## src/rtl/output_mem_wr_if.sv

```systemverilog
// output_mem_wr_if: command inputs and per-bank write outputs of output_mem_wr_ctrl.
interface output_mem_wr_if #(parameter int WIDTH_HEIGHT = 4);
    logic start;
    logic [7:0] base_addr;
    logic [7:0] num_rows;
    logic [WIDTH_HEIGHT-1:0] wr_en;
    logic [WIDTH_HEIGHT*8-1:0] wr_addr;
    logic busy;
    logic done;
    modport master (output start, base_addr, num_rows, input wr_en, wr_addr, busy, done);
    modport slave (input start, base_addr, num_rows, output wr_en, wr_addr, busy, done);
endinterface

```

## src/rtl/output_mem_wr_ctrl.sv

```systemverilog
// output_mem_wr_ctrl: turns one start command into per-bank write enables and addresses.
// OUTMEM_WR_SKEW_EN defined: column i lags column 0 by i cycles to follow the array wavefront.
module output_mem_wr_ctrl #(parameter int WIDTH_HEIGHT = 4) (
    input logic clk,
    input logic reset_n,
    output_mem_wr_if.slave io
);
    localparam int W = WIDTH_HEIGHT;
`ifdef OUTMEM_WR_SKEW_EN
    localparam bit SKEW = 1'b1;
`else
    localparam bit SKEW = 1'b0;
`endif
    localparam bit DRAIN_EN = SKEW && (W > 1);
    typedef enum logic [1:0] {IDLE, ISSUE, DRAIN} state_t;
    state_t state, state_d;
    logic [7:0] addr_q, rows_q, row_cnt, drain_cnt;
    logic [7:0] addr_q_d, rows_q_d, row_cnt_d, drain_cnt_d;
    logic busy, busy_d, done, done_d, zero_q, zero_q_d, en0_d;
    logic [7:0] addr0_d;
    logic [W-1:0] wr_en;
    logic [W*8-1:0] wr_addr;
    always_comb begin
        state_d = state;
        addr_q_d = addr_q;
        rows_q_d = rows_q;
        row_cnt_d = row_cnt;
        drain_cnt_d = drain_cnt;
        busy_d = busy;
        done_d = 1'b0;
        zero_q_d = 1'b0;
        en0_d = 1'b0;
        addr0_d = wr_addr[7:0];
        case (state)
            IDLE: begin
                busy_d = 1'b0;
                done_d = zero_q;
                if (io.start && !busy) begin
                    addr_q_d = io.base_addr;
                    rows_q_d = io.num_rows;
                    row_cnt_d = '0;
                    zero_q_d = io.num_rows == 8'd0;
                    state_d = io.num_rows == 8'd0 ? IDLE : ISSUE;
                end
            end
            ISSUE: begin
                busy_d = 1'b1;
                en0_d = 1'b1;
                addr0_d = addr_q + row_cnt;
                row_cnt_d = row_cnt + 8'd1;
                drain_cnt_d = '0;
                if (row_cnt == rows_q - 8'd1) begin
                    state_d = DRAIN_EN ? DRAIN : IDLE;
                    done_d = !DRAIN_EN;
                end
            end
            DRAIN: begin
                // done is raised when the last column sees its last row; leave one cycle later
                drain_cnt_d = drain_cnt + 8'd1;
                done_d = !done && drain_cnt == 8'(W - 2);
                busy_d = !done;
                state_d = done ? IDLE : DRAIN;
            end
            default: state_d = IDLE;
        endcase
    end
    always_ff @(posedge clk or negedge reset_n) begin
        if (!reset_n) begin
            state <= IDLE;
            addr_q <= '0;
            rows_q <= '0;
            row_cnt <= '0;
            drain_cnt <= '0;
            busy <= 1'b0;
            done <= 1'b0;
            zero_q <= 1'b0;
            wr_en <= '0;
            wr_addr <= '0;
        end else begin
            state <= state_d;
            addr_q <= addr_q_d;
            rows_q <= rows_q_d;
            row_cnt <= row_cnt_d;
            drain_cnt <= drain_cnt_d;
            busy <= busy_d;
            done <= done_d;
            zero_q <= zero_q_d;
            wr_en[0] <= en0_d;
            wr_addr[7:0] <= addr0_d;
            for (int i = 1; i < W; i++) begin
                wr_en[i] <= SKEW ? wr_en[i-1] : en0_d;
                wr_addr[i*8 +: 8] <= SKEW ? wr_addr[(i-1)*8 +: 8] : addr0_d;
            end
        end
    end
    assign io.wr_en = wr_en;
    assign io.wr_addr = wr_addr;
    assign io.busy = busy;
    assign io.done = done;
endmodule

```

## src/flat_wrapper.sv

```systemverilog
// flat-port wrapper written by rule: the top's interface ports become plain ports
module output_mem_wr_ctrl_flat 
#(parameter int WIDTH_HEIGHT = 4)
  (clk, reset_n, io_start, io_base_addr, io_num_rows, io_wr_en, io_wr_addr, io_busy, io_done);
  output_mem_wr_if #(.WIDTH_HEIGHT(WIDTH_HEIGHT)) io_i ();
  input logic clk;
  input logic reset_n;
  input wire logic [$bits(io_i.start)-1:0] io_start;
  input wire logic [$bits(io_i.base_addr)-1:0] io_base_addr;
  input wire logic [$bits(io_i.num_rows)-1:0] io_num_rows;
  output wire logic [$bits(io_i.wr_en)-1:0] io_wr_en;
  output wire logic [$bits(io_i.wr_addr)-1:0] io_wr_addr;
  output wire logic [$bits(io_i.busy)-1:0] io_busy;
  output wire logic [$bits(io_i.done)-1:0] io_done;
  assign io_i.start = io_start;
  assign io_i.base_addr = io_base_addr;
  assign io_i.num_rows = io_num_rows;
  assign io_wr_en = io_i.wr_en;
  assign io_wr_addr = io_i.wr_addr;
  assign io_busy = io_i.busy;
  assign io_done = io_i.done;
  output_mem_wr_ctrl #(.WIDTH_HEIGHT(WIDTH_HEIGHT)) u_core (.clk(clk), .reset_n(reset_n), .io(io_i));
endmodule
```

## config.mk

```make
export PLATFORM = sky130hd
export DESIGN_NAME = output_mem_wr_ctrl_flat
export DESIGN_NICKNAME = d
export VERILOG_FILES = /design/src/rtl/output_mem_wr_if.sv /design/src/rtl/output_mem_wr_ctrl.sv /design/src/flat_wrapper.sv
export SDC_FILE = /design/constraint.sdc
export NUM_CORES = 1
export LEC_CHECK = 0
export CORE_MARGIN = 2
export CORE_UTILIZATION = 45
export DETAILED_ROUTE_END_ITERATION = 10
export PLACE_DENSITY = 0.71
export SYNTH_ARGS = -nofsm -noshare
export SYNTH_HDL_FRONTEND = slang
export SYNTH_SLANG_ARGS = --single-unit
```

## constraint.sdc

```tcl
create_clock -name clk -period 2.99 [get_ports clk]
set_input_delay 0.4485 -clock clk [delete_from_list [all_inputs] [get_ports clk]]
set_output_delay 0.4485 -clock clk [all_outputs]
set_load 0.03 [all_outputs]
```

# [After elaboration in Yosys (flattened, before gate mapping)]
# Cells that the tools add are included.
[word_totals] out_inout_bits=38 register_bits=70 in_bits=19 wordCells=47
[op_classes] n_reduce_logical=12 addsub=4 n_eq_ne=6 n_mux=15
[op_table] op="8-bit one-hot mux with 2 select lines" count=2
[op_table] op="8-bit by 1-bit adder with 8-bit output, second input constant" count=2
[op_table] op="8-bit 2-to-1 mux" count=2
[op_table] op="8-bit adder" count=1
[op_table] op="8-bit by 2-bit == test with 1-bit output, second input constant" count=1
[op_table] op="8-bit == test" count=1
[op_table] op="8-bit zero test" count=1
[op_table] op="8-bit by 1-bit subtractor with 8-bit output, second input constant" count=1
[op_table] op="2-bit 2-to-1 mux" count=3
[op_table] op="1-bit one-hot mux with 3 select lines" count=2
[op_table] op="2-bit one-hot mux with 3 select lines" count=1
[op_table] op="2-bit AND reduction" count=3
[op_table] op="1-bit 2-to-1 mux" count=5
[op_table] op="2-bit by 1-bit != test with 1-bit output, second input constant" count=2
[op_table] op="2-bit nonzero test" count=2
[op_table] op="3-bit nonzero test" count=1
[op_table] op="2-bit by 1-bit == test with 1-bit output, second input constant" count=1
[op_table] op="2-bit == test, second input constant" count=1
[op_table] op="1-bit logical AND" count=2
[op_table] op="1-bit zero test" count=2
[op_table] op="2-bit zero test" count=1

# [Depth between registers and ports, before layout]
# Gate-level depths: netlist of the first run.
[logic_depth] word_depth=4 mapped_depth=8 depth_no_buf=8

# [Worst setup path after synthesis of the first run]
# No wires, ideal clock.
[synth_path] kind="register -> register" from="register u_core.rows_q[2]" to="register u_core.state[1]" arrival_time_ns=2.084 setup_ns=0.125 slack_ns=0.781 required_ns=2.865 path_stages_with_launch=8 path_cell_list="dfrtp_1 > buf_6 > or4_4 > a2111oi_4 > nor3_2 > a2111oi_4 > o21ai_2 > mux2_4"
[synth_between] elab_chain_len=4
[synth_rtl] item="start: declaration" line_no="output_mem_wr_ctrl.sv:17" source="logic [7:0] addr_q, rows_q, row_cnt, drain_cnt;"
[synth_rtl] item="start signal: assignment" line_no="output_mem_wr_ctrl.sv:82" source="rows_q <= rows_q_d;"
[synth_rtl] item="8-bit by 1-bit subtractor with 8-bit output" line_no="output_mem_wr_ctrl.sv:52" source="if (row_cnt == rows_q - 8'd1) begin"
[synth_rtl] item="8-bit == test" line_no="output_mem_wr_ctrl.sv:52"
[synth_rtl] item="2-bit by 1-bit != test with 1-bit output (no line)"
[synth_rtl] item="2-bit AND reduction (no line)"
[synth_rtl] item="end signal: assignment" line_no="output_mem_wr_ctrl.sv:80" source="state <= state_d;"
[synth_rtl] item="end: declaration" line_no="output_mem_wr_ctrl.sv:16" source="state_t state, state_d;"
# Every way passes these cells.
# A chain may end at the register's enable or synchronous reset.

# [Worst setup path after layout of the first run]
# Same ends and word-level chain as after synthesis.

==> results of run 1 <==
[registers in the layout (all words and copies together) (netlist names)]
register           flops
u_core.addr_q          8
u_core.drain_cnt       8
u_core.io.busy         1
u_core.io.done         1
u_core.io.wr_addr      8
u_core.io.wr_en        1
u_core.row_cnt         8
u_core.rows_q          8
u_core.state           2
u_core.zero_q          1
[cell usage in the layout, fill, tap and decap left out, types with 2 or more instances in the layout]
cell type,Yosys,layout
nor4_1,3,3
a221oi_1,2,2
o21ai_0,10,10
xor2_1,11,11
clkdlybuf4s50_1,0,55
a21oi_1,10,10
nand2b_1,4,4
nand2_1,13,13
or3_1,2,2
nand4_1,4,4
nand3b_1,4,4
mux2_2,24,24
buf_4,27,2
nor3_1,2,2
mux2i_1,2,2
inv_1,15,15
a21boi_0,2,2
and3_1,2,2
clkbuf_8,0,6
a2111oi_4,2,2
dfrtp_1,46,46
o21bai_1,2,2
nor2b_1,2,2
nand3_1,8,8
xnor2_1,11,11
ha_1,16,16
a21o_1,2,2
nor2_1,17,17
o22ai_1,4,4
nor3b_1,3,3
[cells by family (layout without fill, tap and decap cells)]
family | Yosys count | count (layout)
mux | 27 | 27
buf+inv | 49 | 81
xor+xnor | 22 | 22
flops | 46 | 46
compound gates | 40 | 40
simple gates | 68 | 68
fa+ha+maj | 17 | 17
[cell type report]
class	count	area (sq um)	area share, %
Multi-Input combinational cell	174	1370	41.1
Sequential cell	46	1150	34.5
Timing Repair Buffer	58	571	17.1
Tap cell	75	93.8	2.81
Clock buffer	7	86.3	2.59
Inverter	15	56.3	1.69
Clock inverter	1	5.00	0.150
[stage by stage]
step           instance area, sq um  utilization, %  power, W  worst slack (ns)  cells
2_1_floorplan                  2820               -   0.00273             0.781    269
3_3_place_gp                   3240            54.2   0.00316             0.752    368
3_5_place_dp                   3240            54.2   0.00319             0.689    368
4_1_cts                        3340            55.7   0.00359             0.650    376
5_1_grt                        3340            55.7   0.00380             0.578    376
6_report                       3340            55.7   0.00356             0.649    376
[synth_stat cells, drive strengths merged (2+ instances only)]
cell type,count,area share (%)
a2111oi,2,2.0
dfrtp,46,41
a21o,2,0.53
mux2,25,10
or3,2,0.44
nor3b,3,0.80
nand4,4,0.89
o21ai,11,2.1
and3,2,0.44
buf,28,7.6
nor3,3,0.71
o22ai,4,0.89
clkbuf,6,0.80
nand3,8,1.4
nand2b,4,0.89
ha,16,7.1
o21bai,2,0.53
xor2,11,3.4
xnor2,11,3.4
a221oi,2,0.62
nor2,17,2.3
inv,15,2.0
a21oi,10,1.8
nor4,3,0.67
nand3b,4,1.1
nor2b,2,0.44
nand2,13,1.7
mux2i,2,0.71
a21boi,2,0.53
[report_power, final]
group,internal [W],leakage [nW],switching [W],total (W)
sequential,0.000832,0.581,0.000254,0.00109
clock,0.000187,0.0482,0.000207,0.000394
combinational,0.000973,0.795,0.00111,0.00208
[path summary, 6_finish.rpt]
| kind | start | end | cells after the start |
|---|---|---|---|
| worst max-delay path | u_core.rows_q[2] | u_core.state[1] | 6 |
| worst min-delay path | reset_n | u_core.rows_q[0] | 1 |
| worst max register to register | u_core.rows_q[2] | u_core.state[1] | 6 |
| min in group clk | u_core.addr_q[5] | u_core.addr_q[5] | 1 |
| max in group asynchronous | reset_n | u_core.drain_cnt[4] | 1 |
| worst min register to register | u_core.addr_q[5] | u_core.addr_q[5] | 1 |
[layer usage]
metal,routed length [um],global-route usage [%],vias to the layer above
met5,0,0,-
met4,71,6.26,0
met3,186,3.28,5
met2,2410,25.5,43
met1,2510,21.6,924
li1,-,-,964
[worst reg2reg max path: stages, from the launching register on]
cell	delay, ns
dfrtp_1	0.47
or4_4	0.53
a2111oi_4	0.32
nor3_2	0.09
a2111oi_4	0.41
o21ai_2	0.11
mux2_4	0.30
==> flow_metrics.py, run 1 <==
metrics = {
    "global_routing": {
        "grt_pass1_vias": 1925,
        "grt_overflow": 0,
        "grt_pass1_wl_mm": 9.14,
        "grt_max_degree": 47,
        "antenna_found_initial": 0,
        "grtUsageTotal_pct": 16.1,
    },
    "critical_path": {
        "worstSetupStartpointType": "register",
        "cpPeakStageDelay_ns": 0.53,
        "cp.buffers_inverters": 0,
        "cp-end-kind": "register",
        "worstPathArrival_ns": 2.53,
        "crit_slowest_cell": "or4_4",
        "crit_chain": "or4_4 > a2111oi_4 > nor3_2 > a2111oi_4 > o21ai_2 > mux2_4",
        "path_delay_family": "compound AO/OA/AOI/OAI gates",
        "worst-setup-path-type": "register to register",
        "crit_top_cell": "a2111oi_4",
        "cp.required_ns": 3.18,
        "path_max_fanout": 8,
        "r2r_setup_slack_ns": 0.65,
    },
    "cts": {
        "numCtsBuffers": 5,
        "cts_resized": 0,
        "htree_levels": 2,
        "clk_latency_ns": 0.30,
        "cts_root_buffer": "clkbuf_8",
        "postCtsSetupBuffers": 0,
        "cts_hold_buf": 0,
        "cts.path.max_buffers": 2,
        "clk_pin_slew_ns": 0.08,
        "clock-sinks": 46,
        "cts_tree": "built",
    },
    "floorplan": {
        "initial_core_util_pct": 47.0,
        "row_count": 28,
        "die_w_um": 83.1,
        "ios": 57,
        "core_sq_mm": 0.00599,
        "dieArea_sq_mm": 0.00691,
        "fp.dieH_um": 83.1,
    },
    "detailed_routing": {
        "vias_per_cell": 5.15,
        "antenna_left": 0,
        "drt-initial-drc-count": 77,
        "drt-total-wl_mm": 5.17,
        "wl_per_cell_um": 13.8,
        "drtPass1Iterations": 4,
        "drc": 0,
        "num_vias": 1936,
    },
    "layout": {
        "nNetsFinal": 336,
        "num-fill-cells": 496,
        "syn_to_final_growth_pct": 18.4,
        "drive_above_1_share_pct": 13.6,
        "n_antenna_cell": 0,
    },
    "yosys": {
        "synth_fp_nets": 305,
        "synth-seq-cells": 46,
        "syn_area_sq_mm": 0.00282,
        "synth_top_family_by_area": "simple AND/OR/NAND/NOR gates",
        "ys_seq_area_share_pct": 40.9,
        "synth_cells": 269,
        "synth-xor-area-share_pct": 6.84,
        "synthSimpleGateAreaFrac_pct": 12.7,
        "synth_edf_count": 0,
        "synthAdderAreaFrac_pct": 7.82,
        "synth_cell_types": 42,
        "synth.avg_cell_area_sq_um": 10.5,
        "muxShareOfSynthArea_pct": 10.8,
        "synthArstFlopShare_pct": 100,
        "synthFlopType": "dfrtp_1",
        "yosys_warnings": 0,
        "synth_compound_area_share_pct": 10.5,
    },
    "timing": {
        "finalMaxSlewViolations": 0,
        "post-route-period-util_pct": 78.3,
        "min_period_ns": 2.34,
        "max_freq_mhz": 427,
        "setup-tns-final_ns": 0,
        "fin_worst_skew_ns": 0.00294,
        "finalSetupViolCount": 0,
        "worst_pin_slew_ns": 1.00,
        "hold_violations": 0,
        "rsz0062_at_grt": "false",
        "relSlewSlack_pct": 33.1,
        "whs_ns": 0.309,
    },
    "power": {
        "powerDensity_mw_per_mm2": 1070,
        "vdd_drop_max_v": 0.000625,
        "p_leak_nw": 1.42,
    },
    "placement": {
        "place.gp.congestion": 0.794,
        "hpwl_mm": 3.78,
        "io_buffers": 56,
    },
    "flow_run": {
        "drv_cap": 0,
    },
    "run_status": {
        "status": "completed",
    },
    "min_path": {
        "hold_path_class": "primary input to asynchronous set/reset pin",
    },
}
(Power assumes the default switching activity.)
==> run 2, diff against run 1 <==
Settings changed: PLACE_DENSITY 0.71 to 0.74.
Clock period 2.99 ns to 1.9 ns, I/O delays scaled along.
==> flow_metrics.py, run 2 (synthesis gave the netlist of run 1 again) <==
metrics = {
    "timing": {
        "finalMaxSlewViolations": 0,
        "whs_ns": 0.500,
        "finalSetupViolCount": 5,
        "relSlewSlack_pct": 71.5,
        "post-route-period-util_pct": 109,
        "max_freq_mhz": 483,
        "worst_pin_slew_ns": 0.424,
        "rsz0062_at_grt": "true",
        "fin_worst_skew_ns": 0.00830,
        "setup_ws_ns": -0.168,
        "hold_violations": 0,
        "min_period_ns": 2.07,
    },
    "floorplan": {
        "dieArea_sq_mm": 0.00691,
        "fp.dieH_um": 83.1,
        "initial_core_util_pct": 47.0,
        "core_sq_mm": 0.00599,
        "row_count": 28,
        "ios": 57,
        "die_w_um": 83.1,
    },
    "placement": {
        "hpwl_mm": 3.88,
        "dp_cells": 396,
        "io_buffers": 56,
        "place_area_sq_mm": 0.00349,
        "place.gp.congestion": 0.771,
    },
    "flow_run": {
        "drv_cap": 0,
    },
    "detailed_routing": {
        "drt-total-wl_mm": 5.46,
        "num_vias": 2094,
        "vias_per_cell": 5.13,
        "drc": 0,
        "antenna_left": 0,
        "wl_per_cell_um": 13.4,
        "drt-initial-drc-count": 62,
        "drtPass1Iterations": 4,
    },
    "critical_path": {
        "r2r_setup_slack_ns": -0.17,
        "cp.required_ns": 2.08,
        "path_max_fanout": 4,
        "worstSetupStartpointType": "register",
        "crit_start": "u_core.rows_q[1]",
        "worstPathArrival_ns": 2.25,
        "timing.rr.start": "u_core.rows_q[1]",
        "worstReg2RegEnd": "u_core.state[1]",
        "cp-endpoint": "u_core.state[1]",
        "cp-end-kind": "register",
        "worst-setup-path-type": "register to register",
        "r2r_cells": 6,
    },
    "global_routing": {
        "grt_pass1_wl_mm": 9.09,
        "grt_overflow": 0,
        "grt_pass1_vias": 2072,
        "grtUsageTotal_pct": 15.9,
        "grt_max_degree": 47,
        "antenna_found_initial": 0,
    },
    "power": {
        "intPower_w": 0.00371,
        "switching_share_pct": 41.6,
        "powerDensity_mw_per_mm2": 1700,
        "vdd_drop_max_v": 0.00115,
        "p_seq_share_pct": 25.9,
        "p_sw_w": 0.00264,
        "clkPwrFrac_pct": 11.6,
        "p_leak_nw": 1.61,
        "pwr-share-comb_pct": 62.5,
    },
    "cts": {
        "cts_tree": "built",
        "clk_latency_ns": 0.29,
        "clk_pin_slew_ns": 0.08,
        "htree_levels": 2,
        "cts.path.max_buffers": 2,
        "clock-sinks": 46,
        "numCtsBuffers": 5,
        "cts_root_buffer": "clkbuf_8",
    },
    "run_status": {
        "status": "complete, but fails checks",
        "violations": "setup timing",
    },
    "min_path": {
        "hold_path_class": "primary input to asynchronous set/reset pin",
    },
    "layout": {
        "n_antenna_cell": 0,
        "layout_commonest_cell": "clkdlybuf4s50_1",
        "design_area_sq_mm": 0.00373,
        "drive_above_1_share_pct": 26.4,
        "num-fill-cells": 478,
        "nNetsFinal": 369,
        "layout_common_cells": "55 x clkdlybuf4s50_1, 43 x dfrtp_1, 32 x buf_4",
        "syn_to_final_growth_pct": 32.3,
        "stdcell_count": 408,
    },
}
## run 2: area by class of cell
class	count	area (sq um)	share of cell area (%)
clock buffer	6	82.6	2.22
timing repair buffer	91	837	22.5
multi-input combinational	174	1470	39.5
clock inverter	1	30.0	0.806
sequential	46	1150	31.0
inverter	15	56.3	1.51
tap	75	93.8	2.52
## run 2: what timing repair did
| item | 4_1_cts | 5_1_grt |
|---|---|---|
| endpoints found under the setup margin | 5 | 7 |
| resized for setup | 4 | 10 |
| pin swaps | 1 | 1 |
| setup buffers | 2 | 2 |
| hold buffers | 1 | 0 |
| endpoints found under the hold margin | 46 | 0 |
## run 2: worst min-delay path by stage
stage / end / from / cells after the start / slack [ns]
2_1_floorplan: u_core.addr_q[0] / reset_n / 0 / -0.01
3_3_place_gp: u_core.rows_q[7] / reset_n / 2 / 0.29
3_5_place_dp: u_core.row_cnt[7] / reset_n / 2 / 0.29
4_1_cts: u_core.addr_q[4] / reset_n / 3 / 0.50
5_1_grt: u_core.rows_q[2] / reset_n / 3 / 0.52
6_report: u_core.row_cnt[5] / reset_n / 3 / 0.50
## run 2: through the flow
| stage | worst slack (ns) | total power (W) | TNS [ns] | utilization [%] |
|---|---|---|---|---|
| 5_1_grt | -0.258 | 0.00675 | -0.796 | 62.2 |
| 6_report | -0.168 | 0.00634 | -0.313 | 62.2 |
| 3_5_place_dp | -0.184 | 0.00543 | -0.400 | 58.3 |
| 2_1_floorplan | -0.138 | 0.00435 | -0.167 | - |
| 4_1_cts | -0.171 | 0.00624 | -0.347 | 60.9 |
| 3_3_place_gp | -0.113 | 0.00532 | -0.174 | 58.3 |
## run 2: power by group through the flow
stage	Clock [W]	Combinational (W)	Sequential, W
CTS	0.000757	0.00385	0.00163
global route	0.000798	0.00424	0.00172
floorplan	0	0.00251	0.00184
global placement	0	0.00370	0.00162
finish	0.000737	0.00396	0.00164
detailed placement	0	0.00378	0.00165
## run 2: per-layer routing
layer	routed length (um)	track usage, %	vias to the layer above
li1	-	-	1032
met3	183	3.08	9
met1	2470	20.0	1003
met5	0	0	-
met2	2720	27.0	50
met4	92	5.96	0
## run 2: critical path: stages, from the launching register on
cell	delay (ns)
dfrtp_1	0.42
or4_4	0.55
a2111oi_4	0.21
nor3_2	0.10
a2111oi_4	0.25
o21ai_2	0.13
mux2_4	0.30
